--- src/rtl/sa_deskew.sv ---
// Systolic-array output deskew: lane k is delayed by LANES-1-k stages so that a
// diagonally skewed wavefront leaves as one aligned, framed output beat.
module sa_deskew #(
  parameter int WIDTH = 16,
  parameter int LANES = 4,
  parameter int ROWS  = 4
) (
  input  logic                   clk,
  input  logic                   rst_n,
  input  logic [LANES-1:0]       i_vld,
  input  logic [LANES*WIDTH-1:0] in_data,
  output logic                   o_vld,
  output logic [LANES*WIDTH-1:0] out_data,
  output logic                   o_last,
  output logic                   o_err
);

  localparam int CNT_W = (ROWS > 1) ? $clog2(ROWS) : 1;
  localparam logic [CNT_W-1:0] CNT_MAX = CNT_W'(ROWS - 1);

  logic [LANES-1:0]       aln_vld;
  logic [LANES*WIDTH-1:0] aln_data;
  logic [CNT_W-1:0]       beat_cnt;
  logic                   all_vld;
  logic                   part_vld;

  // Per-lane delay lines; the last lane passes straight to the output register.
  for (genvar k = 0; k < LANES; k++) begin : g_lane
    localparam int D = LANES - 1 - k;
    if (D == 0) begin : g_pass
      assign aln_vld[k]                  = i_vld[k];
      assign aln_data[k*WIDTH +: WIDTH]  = in_data[k*WIDTH +: WIDTH];
    end else begin : g_dly
      logic [D-1:0]     vld_sr;
      logic [WIDTH-1:0] dat_sr [D];

      always_ff @(posedge clk or negedge rst_n) begin
        if (!rst_n) begin
          vld_sr <= '0;
          for (int i = 0; i < D; i++) dat_sr[i] <= '0;
        end else begin
          vld_sr[0] <= i_vld[k];
          dat_sr[0] <= in_data[k*WIDTH +: WIDTH];
          for (int i = 1; i < D; i++) begin
            vld_sr[i] <= vld_sr[i-1];
            dat_sr[i] <= dat_sr[i-1];
          end
        end
      end

      assign aln_vld[k]                 = vld_sr[D-1];
      assign aln_data[k*WIDTH +: WIDTH] = dat_sr[D-1];
    end
  end

  assign all_vld  = &aln_vld;
  assign part_vld = (|aln_vld) && !all_vld;

  // Aligned stage -> output register, frame counter and sticky error.
  always_ff @(posedge clk or negedge rst_n) begin
    if (!rst_n) begin
      o_vld    <= 1'b0;
      o_last   <= 1'b0;
      o_err    <= 1'b0;
      out_data <= '0;
      beat_cnt <= '0;
    end else begin
      o_vld  <= all_vld;
      o_last <= all_vld && (beat_cnt == CNT_MAX);
      if (all_vld) begin
        out_data <= aln_data;
        beat_cnt <= (beat_cnt == CNT_MAX) ? '0 : beat_cnt + 1'b1;
      end
      if (part_vld) o_err <= 1'b1;
    end
  end

endmodule

--- config.mk ---
export PLATFORM = sky130hd
export DESIGN_NAME = sa_deskew
export DESIGN_NICKNAME = d
export VERILOG_FILES = /design/src/rtl/sa_deskew.sv
export SDC_FILE = /design/constraint.sdc
export NUM_CORES = 1
export LEC_CHECK = 0
export BUFFER_PORTS_ARGS = -buffer_cell sky130_fd_sc_hd__buf_2
export CORE_ASPECT_RATIO = 1.25
export CORE_MARGIN = 2
export CORE_UTILIZATION = 30
export DETAILED_ROUTE_END_ITERATION = 10
export PLACE_DENSITY = 0.6
export SYNTH_ARGS = -nofsm -noshare
export SYNTH_HDL_FRONTEND = slang
export SYNTH_SLANG_ARGS = --single-unit
--- constraint.sdc ---
create_clock -name clk -period 2.3 [get_ports clk]
set_input_delay 0 -clock clk [delete_from_list [all_inputs] [get_ports clk]]
set_output_delay 0 -clock clk [all_outputs]
set_load 0.005 [all_outputs]
After elaboration in Yosys (flattened, before gate mapping):

Index checks and enable logic that the tools add are counted.

* mux-type cells: 1
* eq/ne operators: 1
* reduce and logical (&&, ||, !) cells: 5
* add/subtract/negate cells: 1

Operators with widths (number)
* $reduce_and 4->1: 1
* $reduce_or 4->1: 1
* $add 2x1->2 const B: 1
* $eq 2x2->1 const B: 1
* $logic_and 1x1->1: 2
* $mux 2: 1
* $logic_not 1->1: 1

* output and inout port bits: 67
* flip-flop bits (word level): 171
* word-level logic and storage cells: 22

Logic depth before layout (Yosys ltp):

Gate-level depths: netlist (run 1).

* depth after elaboration: 3
* gate-level depth with buffers: 5
* depth with buffers taken out: 3

Worst setup path before layout (run 1):

OpenSTA, ideal clock, no wires.

* kind: register to register
* from: reg g_lane[0].g_dly.vld_sr[2]
* to: reg out_data[56]
* required time: 2.175 ns
* setup time: 0.125 ns
* slack: 0.979 ns
* clock period less this slack: 1.321 ns
* arrival: 1.196 ns
* cell stages (with the launch flop): 6
* cell sequence: dfrtp_1 -> and4_4 -> buf_6 -> buf_6 -> buf_8 -> mux2_4

* word-level cells in the longest chain between the ends: 1

Ends and longest elaborated chain
* from (decl): RTL line 34 `logic [D-1:0] vld_sr;`
* from (signal, indexed assignment): RTL line 45 `vld_sr[i] <= vld_sr[i-1];`
* $reduce_and 4->1: RTL line 56 `assign all_vld = &aln_vld;`
* named net all_vld: RTL line 24 `logic all_vld;`
* to (signal assigned): RTL line 71 `out_data <= aln_data;`
* to (decl): RTL line 13 `output logic [LANES*WIDTH-1:0] out_data,`

The timed path passes the listed nets, and every way through them passes these cells.
A chain may end at the register's enable or synchronous reset.

Worst setup path in the final report (run 1):

* from: reg g_lane[0].g_dly.vld_sr[2]
* to: reg out_data[24]

* word-level cells in the longest chain between the ends: 1

Ends and longest elaborated chain (RTL line)
* $reduce_and 4->1: 56

Every way passes these cells.

==> flow_summary.yaml, run 1 <==
worst_setup_path:
  crit_type: "reg2reg"
  required_ns: 2.60
  start_kind: "flop"
  end_kind: "flop"
  crit_path_cell_trace: "and4_4 > buf_12 > mux2_2"
  cp_data_arrival_time_ns: 1.78
  critPathSlowestCell: "mux2_2"
  cp_slowest_stage_delay_ns: 0.39
  path_max_fanout: 69
sta:
  max_slew_margin: 0.588
  min_period_ns: 1.48
  fin_skew_ns: 0.00608
  tns_ns: 0
  setup_violations: 0
  period_share: 0.644
  hold_violations: 0
  fmax_mhz: 675
  final_max_slew_viol_count: 0
  rsz0062_at_grt: "no"
  tightest_slew_ns: 0.618
global_routing:
  gr-total-overflow: 0
  grt_max_degree: 70
  antenna_found_initial: 0
  grt_usage: 0.110
  first_global_vias: 3117
  grt_pass1_wl_mm: 15.2
layout:
  mostFrequentLayoutCells: "dfrtp_1, buf_2, dlygate4sd3_1, mux2_2, clkbuf_16"
  syn_to_final_growth_pct: 42.9
  final_common_cell: "dfrtp_1"
  fin_nets: 544
  num-fill-cells: 1526
  final_cells: 705
  seq_area_um2: 4280
  final_layout_size_suffix_gt1_frac: 0.491
  n_antenna_cell: 0
  fin_area_um2: 7390
  multi_input_area_um2: 817
route:
  viasPerCell: 4.03
  via_count: 2840
  drt-wirelength-per-cell_um: 13.3
  remaining_drc_errors: 0
  first_iter_violations: 76
  firstDrtPassIters: 4
  antenna_left: 0
  wl_mm: 9.39
die:
  design.core.area_um2: 16800
  row_count: 53
  start_util: 0.307
  io-pin-count: 137
  die_y_um: 151
  die_width_um: 121
  die_area_um2: 18300
yosys:
  syn_area_um2: 5170
  yosysUniqueCellTypes: 12
  synth_top_area_share: 0.827
  postSynthAreaPerCell_um2: 20.6
  synth_nets: 322
  synthCells: 251
  synth_top_area_cell: "dfrtp_1"
  ys_seq_area_frac: 0.827
  ys_ff_latch: 171
  synth.area.top_cells: "dfrtp_1, mux2_2, mux2_4"
  yosysWarnings: 0
power:
  irDropWorstVdd_v: 0.000475
  power.leakage_nw: 3.47
  powerDensity_nw_per_um2: 957
run_status:
  status: "finished clean"
clock_network:
  cts_hold_buf: 69
  htreeDepth: 4
  clk_pin_slew_ns: 0.06
  insertion_delay_ns: 0.41
  cts_sinks: 171
  numCtsBuffers: 17
  post_cts.repair.setup_buffers: 0
  cts_tree: "done"
  cts.path.max_buffers: 2
  cts_root_buf: "clkbuf_16"
  post_cts_resized: 0
min_path:
  hold_class: "in2async"
placed_design:
  gp_congestion: 0.686
  port_buffers: 136
  place_area_um2: 6130
  place_inst: 605
  dpl.hpwl_mm: 5.86
flow_run:
  cap_violations: 0
layout make-up:
cell class | instances | area share
Multi-Input combinational cell | 72 | 0.111
Clock inverter | 8 | 0.0115
Timing Repair Buffer | 211 | 0.196
Clock buffer | 23 | 0.0660
Tap cell | 220 | 0.0372
Sequential cell | 171 | 0.579
sequential cells by signal, indices dropped and copies added, names as in the netlist:
register	cells
out_data	64
aln_data	32
o_vld	1
beat_cnt	2
o_err	1
g_lane.g_dly.dat_sr	64
g_lane.g_dly.vld_sr	6
o_last	1
final timing paths:
kind	from	endpoint	slack, ns	cells after the start
setup reg to reg	g_lane[0].g_dly.vld_sr[2]	out_data[24]	0.82	3
setup / recovery	g_lane[0].g_dly.vld_sr[2]	out_data[24]	0.82	3
min in group clk	in_data[26]	g_lane[1].g_dly.dat_sr[26]	0.22	2
max in group asynchronous	rst_n	aln_data[15]	1.41	3
hold reg to reg	g_lane[0].g_dly.dat_sr[30]	aln_data[14]	0.34	0
hold / removal	rst_n	g_lane[1].g_dly.dat_sr[16]	0.15	2
where the power goes:
| part | switching [mW] | internal, mW | total, mW |
|---|---|---|---|
| clock | 1.11 | 1.61 | 2.71 |
| combinational | 0.319 | 0.512 | 0.831 |
| sequential | 0.161 | 3.37 | 3.53 |
| total | 1.59 | 5.48 | 7.07 |
cells by family after synthesis:
logic type | share of synthesized area
AOI/OAI and AO/OA | 0.00145
DFF | 0.827
buffers and inverters | 0.0145
and+or+nand+nor | 0.00532
muxes | 0.149
adders and majority gates | 0.00242
critical path: cells and delay by family, from the launching register on:
| kind | cells | cell delay [ns] |
|---|---|---|
| multiplexers | 1 | 0.39 |
| flip-flops | 1 | 0.34 |
| buffers and inverters | 1 | 0.34 |
| AND/OR/NAND/NOR | 1 | 0.23 |
cells in the mapped netlist:
| cell | number |
|---|---|
| o21bai_1 | 1 |
| and2_1 | 1 |
| dfrtp_1 | 171 |
| and4_4 | 1 |
| ha_1 | 1 |
| buf_8 | 1 |
| nor2_1 | 1 |
| nor4_1 | 1 |
| mux2_2 | 59 |
| buf_6 | 2 |
| buf_4 | 5 |
| mux2_4 | 7 |
through the flow:
step	hold WS, ns	worst slack (ns)	util	power, mW
finish	0.150	0.819	0.439	7.07
global route	0.199	0.779	0.439	7.44
CTS	0.167	0.838	0.439	7.19
detailed placement	0.0464	0.838	0.364	4.34
global placement	0.0308	0.863	0.364	4.29
floorplan	-0.296	0.979	-	3.87
metal layers:
layer | up-vias | GRT usage | share of wire
met4 | 0 | 0.0580 | 0.022
met3 | 12 | 0.0384 | 0.051
met2 | 91 | 0.177 | 0.51
met1 | 1448 | 0.129 | 0.41
met5 | - | 0 | 0
li1 | 1289 | - | -
No activity file was read; power rests on OpenSTA's default activity.
==> inputs of run 2 (changes only) <==
==> constraint.sdc (replaced) <==
create_clock -name clk -period 1.45 [get_ports clk]
set_input_delay 0 -clock clk [delete_from_list [all_inputs] [get_ports clk]]
set_output_delay 0 -clock clk [all_outputs]
set_load 0.005 [all_outputs]
==> flow_summary.yaml, run 2 (synthesized netlist as in run 1, its figures left out) <==
run_status:
  status: "finished clean"
sta:
  tns_ns: 0
  rsz0062_at_grt: "no"
  setup_violations: 0
  hold_ws_ns: 0.0545
  final_max_slew_viol_count: 0
  max_slew_margin: 0.752
  hold_violations: 0
  min_period_ns: 1.34
  fin_skew_ns: 0.00794
  setup_ws_ns: 0.109
  fmax_mhz: 745
  period_share: 0.925
  tightest_slew_ns: 0.371
layout:
  fin_nets: 546
  syn_to_final_growth_pct: 44.8
  utilization: 0.445
  num-fill-cells: 1532
  final_common_cell: "dfrtp_1"
  final_layout_size_suffix_gt1_frac: 0.498
  n_antenna_cell: 0
  final_cells: 708
  mostFrequentLayoutCells: "dfrtp_1, buf_2, dlygate4sd3_1, mux2_2, clkbuf_16"
min_path:
  hold_class: "in2async"
worst_setup_path:
  required_ns: 1.75
  cp_data_arrival_time_ns: 1.64
  path_max_fanout: 27
  start_kind: "flop"
  end_kind: "flop"
  crit_type: "reg2reg"
global_routing:
  grt_pass1_wl_mm: 14.6
  antenna_found_initial: 0
  grt_max_degree: 40
  grt_usage: 0.106
  gr-total-overflow: 0
  first_global_vias: 2933
placed_design:
  place_inst: 607
  port_buffers: 136
  dp_slack_ns: 0.102
  gp_congestion: 0.711
  dpl.hpwl_mm: 6.13
die:
  design.core.area_um2: 16800
  die_width_um: 121
  start_util: 0.307
  die_y_um: 151
  die_area_um2: 18300
  row_count: 53
  io-pin-count: 137
clock_network:
  insertion_delay_ns: 0.42
  cts_tree: "done"
  cts.path.max_buffers: 2
  numCtsBuffers: 17
  clk_pin_slew_ns: 0.06
  cts_sinks: 171
  cts_root_buf: "clkbuf_16"
  post_cts.repair.setup_buffers: 0
  htreeDepth: 4
  post_cts_resized: 0
route:
  firstDrtPassIters: 4
  first_iter_violations: 72
  viasPerCell: 3.99
  antenna_left: 0
  wl_mm: 9.13
  via_count: 2825
  remaining_drc_errors: 0
  drt-wirelength-per-cell_um: 12.9
power:
  irDropWorstVdd_v: 0.000876
  power.leakage_nw: 3.52
  powerDensity_nw_per_um2: 1520
flow_run:
  cap_violations: 0
-- run 2: changes by cell type in the layout (fill, tap and decap cells not counted) --
cell | previous run | this run
buf_12 | 2 | 6
clkinv_4 | 3 | 5
buf_4 | 4 | 2
bufinv_16 | 1 | 2
inv_6 | 1 | 2
clkbuf_8 | 4 | 3
clkbuf_1 | 2 | 0
clkinvlp_4 | 2 | 1
clkinv_2 | 1 | 2
-- run 2: layer usage --
metal  share of wire  vias to the layer above  global-route usage  routed length (µm)
met5               0                        -                   0                   0
met4           0.024                        0              0.0569                 218
met3           0.046                       14              0.0373                 419
met2            0.53                       82               0.172                4810
met1            0.40                     1439               0.124                3690
li1                -                     1290                   -                   -
-- run 2: cell type report --
type | instances | area [µm²] | share of cell area
clock inverters | 12 | 139 | 0.0185
well taps | 220 | 275 | 0.0368
clock buffers | 20 | 467 | 0.0623
repair buffers | 213 | 1510 | 0.202
flip-flops and latches | 171 | 4280 | 0.571
multi-input cells | 72 | 817 | 0.109
-- run 2: repair_timing --
action	in CTS	in global routing
hold endpoints to repair	239	0
endpoints found under the setup margin	0	0
hold buffers	69	0
-- run 2: critical path: stages (launching register included) --
cell	delay (ns)
dfrtp_1	0.35
and4_4	0.30
buf_12	0.21
mux2_2	0.36
-- run 2: worst paths after layout --
check | start | end | slack, ns | depth (start not counted)
min | rst_n | g_lane[1].g_dly.dat_sr[24] | 0.05 | 2
min reg2reg | g_lane[1].g_dly.dat_sr[30] | aln_data[30] | 0.34 | 0
min in group clk | in_data[19] | g_lane[1].g_dly.dat_sr[19] | 0.21 | 2
max in group asynchronous | rst_n | g_lane[0].g_dly.dat_sr[27] | 0.81 | 3
max reg2reg | g_lane[0].g_dly.vld_sr[2] | out_data[23] | 0.11 | 3
max | g_lane[0].g_dly.vld_sr[2] | out_data[23] | 0.11 | 3
-- run 2: stage by stage --
step                      area, µm²  power [mW]
after detailed placement       6190        6.90
final                          7490        11.4
after CTS                      7490        11.6
after global placement         6190        6.83
after floorplan                5170        6.13
after global routing           7490        12.0
-- run 2: power by group --
part / switching [mW] / internal (mW) / total (mW)
sequential: 0.252 / 5.34 / 5.59
combinational: 0.501 / 0.824 / 1.33
clock: 1.80 / 2.69 / 4.49
total: 2.55 / 8.85 / 11.4
==> inputs of run 3 (changes only) <==
==> constraint.sdc (replaced) <==
create_clock -name clk -period 1.45 [get_ports clk]
set_input_delay 0.0725 -clock clk [delete_from_list [all_inputs] [get_ports clk]]
set_output_delay 0.0725 -clock clk [all_outputs]
set_load 0.005 [all_outputs]
==> flow_summary.yaml, run 3 (synthesized netlist as in run 1, its figures left out) <==
route:
  firstDrtPassIters: 3
  remaining_drc_errors: 0
  first_iter_violations: 83
  via_count: 2815
  antenna_left: 0
  wl_mm: 9.40
  drt-wirelength-per-cell_um: 13.3
  viasPerCell: 3.98
clock_network:
  post_cts.repair.setup_buffers: 0
  cts_sinks: 171
  cts_root_buf: "clkbuf_16"
  numCtsBuffers: 17
  insertion_delay_ns: 0.41
  cts.path.max_buffers: 2
  cts_tree: "done"
  clk_pin_slew_ns: 0.06
  htreeDepth: 4
sta:
  fmax_mhz: 749
  period_share: 0.921
  max_slew_margin: 0.672
  setup_violations: 0
  hold_violations: 0
  tightest_slew_ns: 0.493
  setup_ws_ns: 0.114
  rsz0062_at_grt: "no"
  fin_skew_ns: 0.00733
  tns_ns: 0
  min_period_ns: 1.34
  final_max_slew_viol_count: 0
layout:
  num-fill-cells: 1522
  final_common_cell: "dfrtp_1"
  mostFrequentLayoutCells: "dfrtp_1, buf_2, dlygate4sd3_1, mux2_2, clkbuf_16"
  final_layout_size_suffix_gt1_frac: 0.494
  fin_nets: 545
  syn_to_final_growth_pct: 44.4
power:
  powerDensity_nw_per_um2: 1520
  irDropWorstVdd_v: 0.000700
  power.leakage_nw: 3.49
placed_design:
  dpl.hpwl_mm: 6.12
  gp_congestion: 0.690
  port_buffers: 136
  dp_slack_ns: 0.114
flow_run:
  cap_violations: 0
run_status:
  status: "finished clean"
worst_setup_path:
  crit_type: "reg2reg"
  crit_buf_inv: 1
  critPathTopFamily: "multiplexers"
  end_kind: "flop"
  required_ns: 1.75
  start_kind: "flop"
  critPathSlowestCell: "mux2_2"
  cp_slowest_stage_delay_ns: 0.36
  path_max_fanout: 27
  cp_data_arrival_time_ns: 1.63
  crit_path_cell_trace: "and4_4 > buf_12 > mux2_2"
  rrSetupSlack_ns: 0.11
min_path:
  hold_class: "in2async"
global_routing:
  gr-total-overflow: 0
  first_global_vias: 3115
  grt_usage: 0.109
  antenna_found_initial: 0
  grt_pass1_wl_mm: 15.1
  grt_max_degree: 53
die:
  design.core.area_um2: 16800
  start_util: 0.307
  die_y_um: 151
  row_count: 53
  die_width_um: 121
  io-pin-count: 137
  die_area_um2: 18300
[run 3: where the power goes]
group | internal [mW] | leakage [nW] | switching, mW
clock network | 2.66 | 0.274 | 1.74
registers | 5.34 | 2.02 | 0.250
logic | 0.825 | 1.20 | 0.513
[run 3: area by class of cell]
type,instances,area [µm²],area share
Antenna cell,1,2.50,0.000335
Clock buffer,21,470,0.0630
Clock inverter,10,116,0.0156
Multi-Input combinational cell,72,817,0.109
Sequential cell,171,4280,0.573
Tap cell,220,275,0.0369
Timing Repair Buffer,212,1510,0.202
[run 3: through the flow]
stage	utilization	total power, mW	hold slack [ns]	cells	cell area [µm²]
2_1_floorplan	-	6.13	-0.223	251	5170
3_3_place_gp	0.367	6.83	0.0476	606	6190
3_5_place_dp	0.367	6.90	0.0630	606	6190
4_1_cts	0.443	11.5	0.186	706	7460
5_1_grt	0.443	11.9	0.206	706	7460
6_report	0.443	11.3	0.175	707	7470
[run 3: metal layers]
metal,part of all wire,up-vias,global-route usage
li1,-,1285,-
met1,0.39,1431,0.119
met2,0.53,84,0.189
met3,0.052,15,0.0369
met4,0.023,0,0.0575
met5,0,-,0
[run 3: final timing paths]
| path | from | end | cells after the start |
|---|---|---|---|
| setup / recovery | g_lane[1].g_dly.vld_sr[1] | out_data[42] | 3 |
| setup reg to reg | g_lane[1].g_dly.vld_sr[1] | out_data[42] | 3 |
| min in group clk | in_data[43] | g_lane[2].g_dly.dat_sr[11] | 2 |
| max in group asynchronous | rst_n | g_lane[1].g_dly.dat_sr[27] | 3 |
| hold reg to reg | g_lane[1].g_dly.vld_sr[0] | g_lane[1].g_dly.vld_sr[1] | 0 |
| hold / removal | rst_n | g_lane[1].g_dly.dat_sr[17] | 2 |
[run 3: repair_timing]
action                                 CTS  global route
resized for setup                        0             0
hold buffers                            69             0
endpoints found under the hold margin  116             0
